### src/rtl/tone_generator.sv
// tone_generator: programmable 50 % duty square wave from a whole-Hz frequency word
module tone_generator #(
    parameter int CLK_HZ    = 100_000_000,
    parameter int HZ_WIDTH  = 10,
    parameter int CNT_WIDTH = 26
) (
    input  logic                clk,
    input  logic                rst,
    input  logic [HZ_WIDTH-1:0] Hz,
    input  logic                load,
    input  logic                Enable,
    output logic                JB1,
    output logic                busy,
    output logic [HZ_WIDTH-1:0] ActiveHz
);
    localparam int SW = $clog2(CNT_WIDTH);
    localparam logic [CNT_WIDTH-1:0] DIVIDEND = CNT_WIDTH'(CLK_HZ / 2);

    typedef enum logic {IDLE, RUN} state_t;

    state_t               state, state_next;
    logic [CNT_WIDTH:0]   rem;
    logic [CNT_WIDTH+1:0] trial, divisor;
    logic [CNT_WIDTH-1:0] quo, quo_next, hp, counter;
    logic [HZ_WIDTH-1:0]  pend_hz;
    logic [SW-1:0]        steps;
    logic                 pend_valid, fits, start, stop, done, wrap, commit_idle, commit_run;

    // divider step, request decode, phase wrap detection and tone next-state
    always_comb begin
        trial       = {rem, quo[CNT_WIDTH-1]};
        divisor     = (CNT_WIDTH+2)'(pend_hz);
        fits        = trial >= divisor;
        quo_next    = {quo[CNT_WIDTH-2:0], fits};
        start       = load && !busy && Hz != '0;
        stop        = load && !busy && Hz == '0;
        done        = busy && steps == SW'(CNT_WIDTH - 1);
        wrap        = state == RUN && Enable && counter == hp - CNT_WIDTH'(1);
        commit_idle = done && state == IDLE;
        commit_run  = pend_valid && state == RUN && (wrap || !Enable);
        state_next  = stop ? IDLE : commit_idle ? RUN : state;
    end

    // tone state register
    always_ff @(posedge clk) begin
        if (rst) state <= IDLE;
        else     state <= state_next;
    end

    // restoring divider: quotient shifts in MSB first while the dividend shifts out of quo
    always_ff @(posedge clk) begin
        if (rst) begin
            busy    <= 1'b0;
            steps   <= '0;
            rem     <= '0;
            quo     <= '0;
            pend_hz <= '0;
        end else if (start) begin
            busy    <= 1'b1;
            steps   <= '0;
            rem     <= '0;
            quo     <= DIVIDEND;
            pend_hz <= Hz;
        end else if (busy) begin
            rem   <= fits ? (CNT_WIDTH+1)'(trial - divisor) : (CNT_WIDTH+1)'(trial);
            quo   <= quo_next;
            steps <= steps + SW'(1);
            busy  <= !done;
        end
    end

    // half-period counter and output; a finished quotient is adopted only at a phase boundary
    always_ff @(posedge clk) begin
        if (rst) begin
            counter    <= '0;
            JB1        <= 1'b0;
            hp         <= '0;
            ActiveHz   <= '0;
            pend_valid <= 1'b0;
        end else begin
            pend_valid <= start ? 1'b0 : (done && state == RUN) ? 1'b1 : (stop || commit_run) ? 1'b0 : pend_valid;
            if (stop) begin
                counter  <= '0;
                JB1      <= 1'b0;
                hp       <= '0;
                ActiveHz <= '0;
            end else if (commit_idle) begin
                counter  <= '0;
                JB1      <= 1'b0;
                hp       <= quo_next;
                ActiveHz <= pend_hz;
            end else if (state == RUN) begin
                counter <= (wrap || !Enable) ? '0 : counter + CNT_WIDTH'(1);
                JB1     <= Enable && (JB1 ^ wrap);
                if (commit_run) begin
                    hp       <= quo;
                    ActiveHz <= pend_hz;
                end
            end
        end
    end
endmodule

### config.mk
export PLATFORM = sky130hd
export DESIGN_NAME = tone_generator
export DESIGN_NICKNAME = d
export VERILOG_FILES = /design/src/rtl/tone_generator.sv
export SDC_FILE = /design/constraint.sdc
export NUM_CORES = 1
export LEC_CHECK = 0
export BUFFER_PORTS_ARGS = -buffer_cell sky130_fd_sc_hd__clkbuf_2
export CAP_MARGIN = 25
export CORE_UTILIZATION = 45
export CTS_BUF_LIST = sky130_fd_sc_hd__clkbuf_8
export CTS_CLUSTER_DIAMETER = 40
export CTS_CLUSTER_SIZE = 10
export DETAILED_ROUTE_END_ITERATION = 16
export PLACE_DENSITY = 0.74
export SYNTH_ARGS = -nofsm -noshare
export SYNTH_HDL_FRONTEND = slang
export SYNTH_SLANG_ARGS = --single-unit
### constraint.sdc
create_clock -name clk -period 2.75 [get_ports clk]
set_input_delay 0.275 -clock clk [delete_from_list [all_inputs] [get_ports clk]]
set_output_delay 0.275 -clock clk [all_outputs]
set_load 0.01 [all_outputs]
==> results of run 1 <==
## power by group
part           internal [mW]  switching, mW  leakage, nW
combinational          0.390          0.466         2.73
sequential              2.00         0.0682         1.09
clock                  0.875          0.902        0.218
total                   3.26           1.44         4.05
## cell usage after synthesis, types with 3 or more instances
master	n
dfxtp_1	134
nor2_1	92
mux2i_1	74
nand2_1	61
o21ai_0	53
a21oi_1	40
xor2_1	40
clkbuf_1	37
xnor2_1	31
inv_1	25
o211a_1	25
nand3_1	20
nor3_1	19
nand4_1	17
a211oi_1	16
ha_1	14
nor4_1	13
nand2b_1	11
nor2b_1	10
or3_1	10
a31oi_1	8
and3_1	7
and2_1	6
and4_1	6
a211o_1	4
nor3_2	4
or2_2	4
a21boi_0	3
buf_6	3
nand3b_1	3
o211ai_1	3
o31ai_1	3
## cell families after synthesis
group           count (synthesis)
buf+inv                        72
mux                            75
flops                         134
xor+xnor                       71
fa+ha+maj                      15
simple gates                  297
compound gates                177
## routing by layer
metal	global-route usage, %	share of wire (%)
met5	0	0
met4	8.58	2.3
met3	4.87	4.3
met2	37.6	49
met1	27.9	45
## worst register-to-register path, stage by stage, from the launching register on
cell       delay (ps)
dfxtp_4           370
inv_1              70
ha_2              170
nor3b_4           210
buf_4             170
nand4_1           140
nor4bb_2          220
a311oi_1          300
a21oi_2            80
nand4_2           150
buf_6             130
nor3_4             40
buf_12            140
clkbuf_16         150
or3_1             380
a21oi_1           160
## sequential cells by signal, summed over array words and instances, names as in the netlist
| register | count |
|---|---|
| rem | 27 |
| counter | 26 |
| hp | 26 |
| quo | 26 |
| ActiveHz | 10 |
| pend_hz | 10 |
| steps | 5 |
| JB1 | 1 |
| busy | 1 |
| pend_valid | 1 |
| state | 1 |
## final cells by class
| type | instances | area (µm²) | area share, % |
|---|---|---|---|
| Multi-Input combinational cell | 635 | 4610 | 50.9 |
| Sequential cell | 134 | 2710 | 29.9 |
| Timing Repair Buffer | 106 | 941 | 10.4 |
| Tap cell | 216 | 270 | 2.98 |
| Clock buffer | 18 | 248 | 2.74 |
| Inverter | 25 | 93.8 | 1.04 |
| Clock inverter | 14 | 180 | 1.99 |
## path summary, 6_finish.rpt
path | from | to | slack [ps] | cells past startpoint
setup / recovery | hp[1]$_SDFFE_PP0P_ | hp[0]$_SDFFE_PP0P_ | -220 | 15
hold / removal | Hz[8] | pend_hz[8]$_SDFFE_PP0P_ | 70 | 3
setup reg to reg | hp[1]$_SDFFE_PP0P_ | hp[0]$_SDFFE_PP0P_ | -220 | 15
hold reg to reg | ActiveHz[8]$_SDFFE_PP0P_ | ActiveHz[8]$_SDFFE_PP0P_ | 470 | 2
## stage by stage
stage / setup slack (ps) / cell area, µm² / power (mW) / setup TNS (ps)
6_report: -215 / 9060 / 4.70 / -7380
5_1_grt: -307 / 9060 / 4.93 / -12390
4_1_cts: -19.6 / 8730 / 4.67 / -23.6
3_5_place_dp: -181 / 7960 / 2.88 / -5400
3_3_place_gp: -78.0 / 7960 / 2.87 / -2330
2_1_floorplan: 14.0 / 7290 / 2.67 / 0
## what timing repair did
action	in CTS	in global routing
endpoints found under the setup margin	64	78
gates resized for setup	33	57
buffers inserted	14	7
cloned	2	3
pin swaps	15	27
endpoints found under the hold margin	0	0
hold buffers	0	0
==> results.yml, run 1 <==
status:
  outcome: "finished, violations left"
  violations: "negative setup slack"
die:
  start_util_pct: 45.9
  ios: 26
  die_w_um: 129
  core_area_um2: 15800
  row_count: 46
  die-area_um2: 16700
  dieHeight_um: 129
layout:
  final_cell_count_no_fill: 1148
  drive_above_1_share_pct: 23.1
  area_growth_pct: 24.6
  final_common_cell: "dfxtp_1"
  most-common-layout-cells: "122 x dfxtp_1, 91 x nor2_1, 74 x mux2i_1, 64 x buf_4, 60 x nand2_1"
  fin_util_pct: 57.2
  antenna_cells: 0
  fin_nets: 948
  n_fill_cell: 1302
placed_design:
  port_buffers: 25
  dp_hpwl_um: 11700
  dp_cells: 1090
  gp_congestion: 0.952
drt:
  dr.first_iter.drc_count: 416
  dr.pass1.iters: 5
  drcViolationCount: 0
  vias_per_cell: 5.61
  wirelength_um: 18600
  detail_route.wl_per_cell_um: 16.2
  vias: 6444
  detail-route-antenna-nets: 0
worst_hold_path:
  hp-class: "in -> reg"
clock_tree:
  cts_max_level: 4
  cts_buffer_depth: 2
  cts.clk_slew.worst_paths_ps: 80
  clkSinkCount: 134
  cts_inserted_buffers: 17
  clock_latency_ps: 460
  cts_root_buf: "clkbuf_8"
  cts_tree: "done"
sta:
  min_period_ps: 2970
  worst_pin_slew_ps: 998
  hold_viol: 0
  setup_viol_count_final: 61
  setup_slack_ps: -215
  maxSlewViolCount: 0
  max_freq_ghz: 0.337
  whs_ps: 71.6
  rsz0062_at_grt: "yes"
  min_period_over_period_pct: 108
  slew_headroom_pct: 33.4
  finalClockSkew_ps: 11.9
global_routing:
  grt_pass1_wl_um: 29300
  grt_pass1_vias: 6159
  overflow: 0
  grt_use_total_pct: 22.3
  grt_max_degree: 92
  antenna_found_initial: 0
power_and_ir_drop:
  power_density_nw_per_um2: 519
  irDropWorstVdd_v: 0.000558
  p_leak_nw: 4.05
logic_synthesis:
  async_flop_share_pct: 0
  synthSimpleGateAreaFrac_pct: 21.0
  ys_ff_latch: 134
  synth_area_leaders: "dfxtp_1 37%, mux2i_1 10%, xor2_1 4.8%"
  synth.largest_area_cell: "dfxtp_1"
  synth_top_area_share_pct: 36.9
  avgSynthCellArea_um2: 8.64
  synth-main-ff-cell: "dfxtp_1"
  muxShareOfSynthArea_pct: 10.3
  yosysSeqAreaShare_pct: 36.9
  ys_warn_count: 0
  synth_top_family_by_area: "simple AND/OR/NAND/NOR gates"
  synth.distinct_cells: 65
  synthAdderAreaFrac_pct: 2.69
  synthCells: 841
  synthesis.area_um2: 7270
  synth_compound_area_share_pct: 16.2
  synth_xor_xnor_area_share_pct: 8.55
  syn_nets: 870
  synth_edf_count: 0
setup_path:
  slowest_stage: "dfxtp_4"
  start_kind: "flip-flop"
  crit_type: "reg -> reg"
  cp-end-kind: "flip-flop"
  crit_arrival_ps: 3340
  critPathRequiredTime_ps: 3130
  critPathBufInv: 5
  crit_family: "simple AND/OR/NAND/NOR gates"
  path_max_fanout: 9
  cp_cell_sequence: "inv_1 -> ha_2 -> nor3b_4 -> buf_4 -> nand4_1 -> nor4bb_2 -> a311oi_1 -> a21oi_2 -> nand4_2 -> buf_6 -> nor3_4 -> buf_12 -> clkbuf_16 -> or3_1 -> a21oi_1"
  max_stage_delay_ps: 370
job:
  max-cap-violations: 0
No activity file was read; power rests on OpenSTA's default activity.
==> run 2: changes to the inputs <==
--- a/config.mk
+++ b/config.mk
@@ -8,7 +8,6 @@
 export BUFFER_PORTS_ARGS = -buffer_cell sky130_fd_sc_hd__clkbuf_2
 export CAP_MARGIN = 25
 export CORE_UTILIZATION = 45
-export CTS_BUF_LIST = sky130_fd_sc_hd__clkbuf_8
 export CTS_CLUSTER_DIAMETER = 40
 export CTS_CLUSTER_SIZE = 10
 export DETAILED_ROUTE_END_ITERATION = 16
==> results.yml, run 2 (same netlist as run 1, synthesis figures left out) <==
sta:
  whs_ps: 109
  max_freq_ghz: 0.340
  hold_viol: 0
  min_period_ps: 2940
  setup_viol_count_final: 62
  maxSlewViolCount: 0
  worst_pin_slew_ps: 1010
  slew_headroom_pct: 32.5
  setup_slack_ps: -189
  finalClockSkew_ps: 10.2
  min_period_over_period_pct: 107
  rsz0062_at_grt: "yes"
power_and_ir_drop:
  power_mw: 5.30
  p_sw_mw: 1.51
  internal-power_mw: 3.79
  netSwitchingFraction_pct: 28.5
  irDropWorstVdd_v: 0.000465
  p_leak_nw: 4.11
  clockPowerShare_pct: 45.0
  seqPwrFrac_pct: 39.0
  power_density_nw_per_um2: 579
  p_comb_share_pct: 16.0
setup_path:
  reg2reg_setup_slack_ps: -190
  crit_type: "reg -> reg"
  start_kind: "flip-flop"
  path_max_fanout: 6
  cp-end-kind: "flip-flop"
  critPathRequiredTime_ps: 3050
  slowest_stage: "dfxtp_4"
  cp_cell_sequence: "inv_2 -> ha_4 -> nor3b_4 -> buf_6 -> nand4b_4 -> buf_4 -> a211o_1 -> a21oi_2 -> o22ai_4 -> buf_4 -> nor3_4 -> buf_12 -> buf_12 -> o21ai_0 -> o211a_1"
  max_stage_delay_ps: 370
  crit_arrival_ps: 3240
layout:
  final_cell_count_no_fill: 1147
  stdcell_area_um2: 9160
  largest_register: "rem"
  drive_above_1_share_pct: 21.8
  area_growth_pct: 26.0
  largest_reg_flops: 27
  fin_nets: 947
  antenna_cells: 0
  final_common_cell: "dfxtp_1"
  most-common-layout-cells: "123 x dfxtp_1, 90 x nor2_1, 74 x mux2i_1, 65 x buf_4, 60 x nand2_1"
status:
  violations: "negative setup slack"
  outcome: "finished, violations left"
drt:
  dr.pass1.iters: 5
  drcViolationCount: 0
  detail-route-antenna-nets: 0
  vias: 6482
  wirelength_um: 18700
  detail_route.wl_per_cell_um: 16.3
  vias_per_cell: 5.65
  dr.first_iter.drc_count: 527
global_routing:
  grt_pass1_vias: 6173
  antenna_found_initial: 0
  grt_use_total_pct: 22.7
  overflow: 0
  grt_max_degree: 92
  grt_pass1_wl_um: 29900
die:
  die-area_um2: 16700
  core_area_um2: 15800
  row_count: 46
  dieHeight_um: 129
  ios: 26
  start_util_pct: 45.9
  die_w_um: 129
clock_tree:
  clkSinkCount: 134
  cts_max_level: 4
  cts.clk_slew.worst_paths_ps: 60
  cts_root_buf: "clkbuf_16"
  clock_latency_ps: 420
  cts_inserted_buffers: 17
  cts_hold_buf: 0
  cts_buffer_depth: 2
  cts_tree: "done"
placed_design:
  port_buffers: 25
  gp_congestion: 0.952
  placed_cell_area_um2: 7960
  dp_cells: 1090
  dp_hpwl_um: 11700
job:
  max-cap-violations: 0
worst_hold_path:
  hp-class: "in -> reg"
run 2: worst paths after layout:
kind | from | endpoint | depth (start not counted)
setup / recovery | hp[1]$_SDFFE_PP0P_ | hp[10]$_SDFFE_PP0P_ | 15
hold / removal | Hz[8] | pend_hz[8]$_SDFFE_PP0P_ | 3
setup reg to reg | hp[1]$_SDFFE_PP0P_ | hp[10]$_SDFFE_PP0P_ | 15
hold reg to reg | ActiveHz[5]$_SDFFE_PP0P_ | ActiveHz[5]$_SDFFE_PP0P_ | 2
run 2: layout make-up:
cell class                 instances  area [µm²]
clock inverter                    14         180
sequential                       134        2700
multi-input combinational        635        4580
clock buffer                      18         439
inverter                          25        96.3
timing repair buffer             105         891
tap                              216         270
fill                            1302        6670
run 2: layer usage:
layer  GRT usage (%)  share of wire [%]  wire [µm]
met3            4.87                4.6        861
met5               0                  0          0
met2            38.1                 49       9070
met1            28.7                 45       8360
met4            8.44                2.1        393
run 2: what timing repair did:
item,in CTS,in global routing
pin swaps,14,23
gates resized for setup,28,45
gates cloned,1,2
endpoints found under the setup margin,63,79
setup buffers,15,6
run 2: stage by stage:
| step | utilization [%] | setup TNS [ps] | setup WS (ps) |
|---|---|---|---|
| floorplan | - | 0 | 14.0 |
| global placement | 50.3 | -2330 | -78.0 |
| detailed placement | 50.3 | -5400 | -181 |
| CTS | 56.1 | -6.89 | -5.35 |
| global route | 57.8 | -14030 | -352 |
| finish | 57.8 | -5860 | -189 |
run 2: power by group through the flow:
| stage | logic, mW | registers (mW) | clock network [mW] |
|---|---|---|---|
| after global routing | 0.947 | 2.08 | 2.51 |
| after global placement | 0.765 | 2.11 | 0 |
| after CTS | 0.805 | 2.07 | 2.41 |
| after floorplan | 0.578 | 2.09 | 0 |
| final | 0.849 | 2.07 | 2.38 |
| after detailed placement | 0.773 | 2.11 | 0 |
run 2: worst max-delay path: cells and delay by family, from the launching register on:
family          cells  cell delay, ps
compound gates      5             890
fa+ha+maj           1             130
buf+inv             6             820
flops               1             370
simple gates        3             600
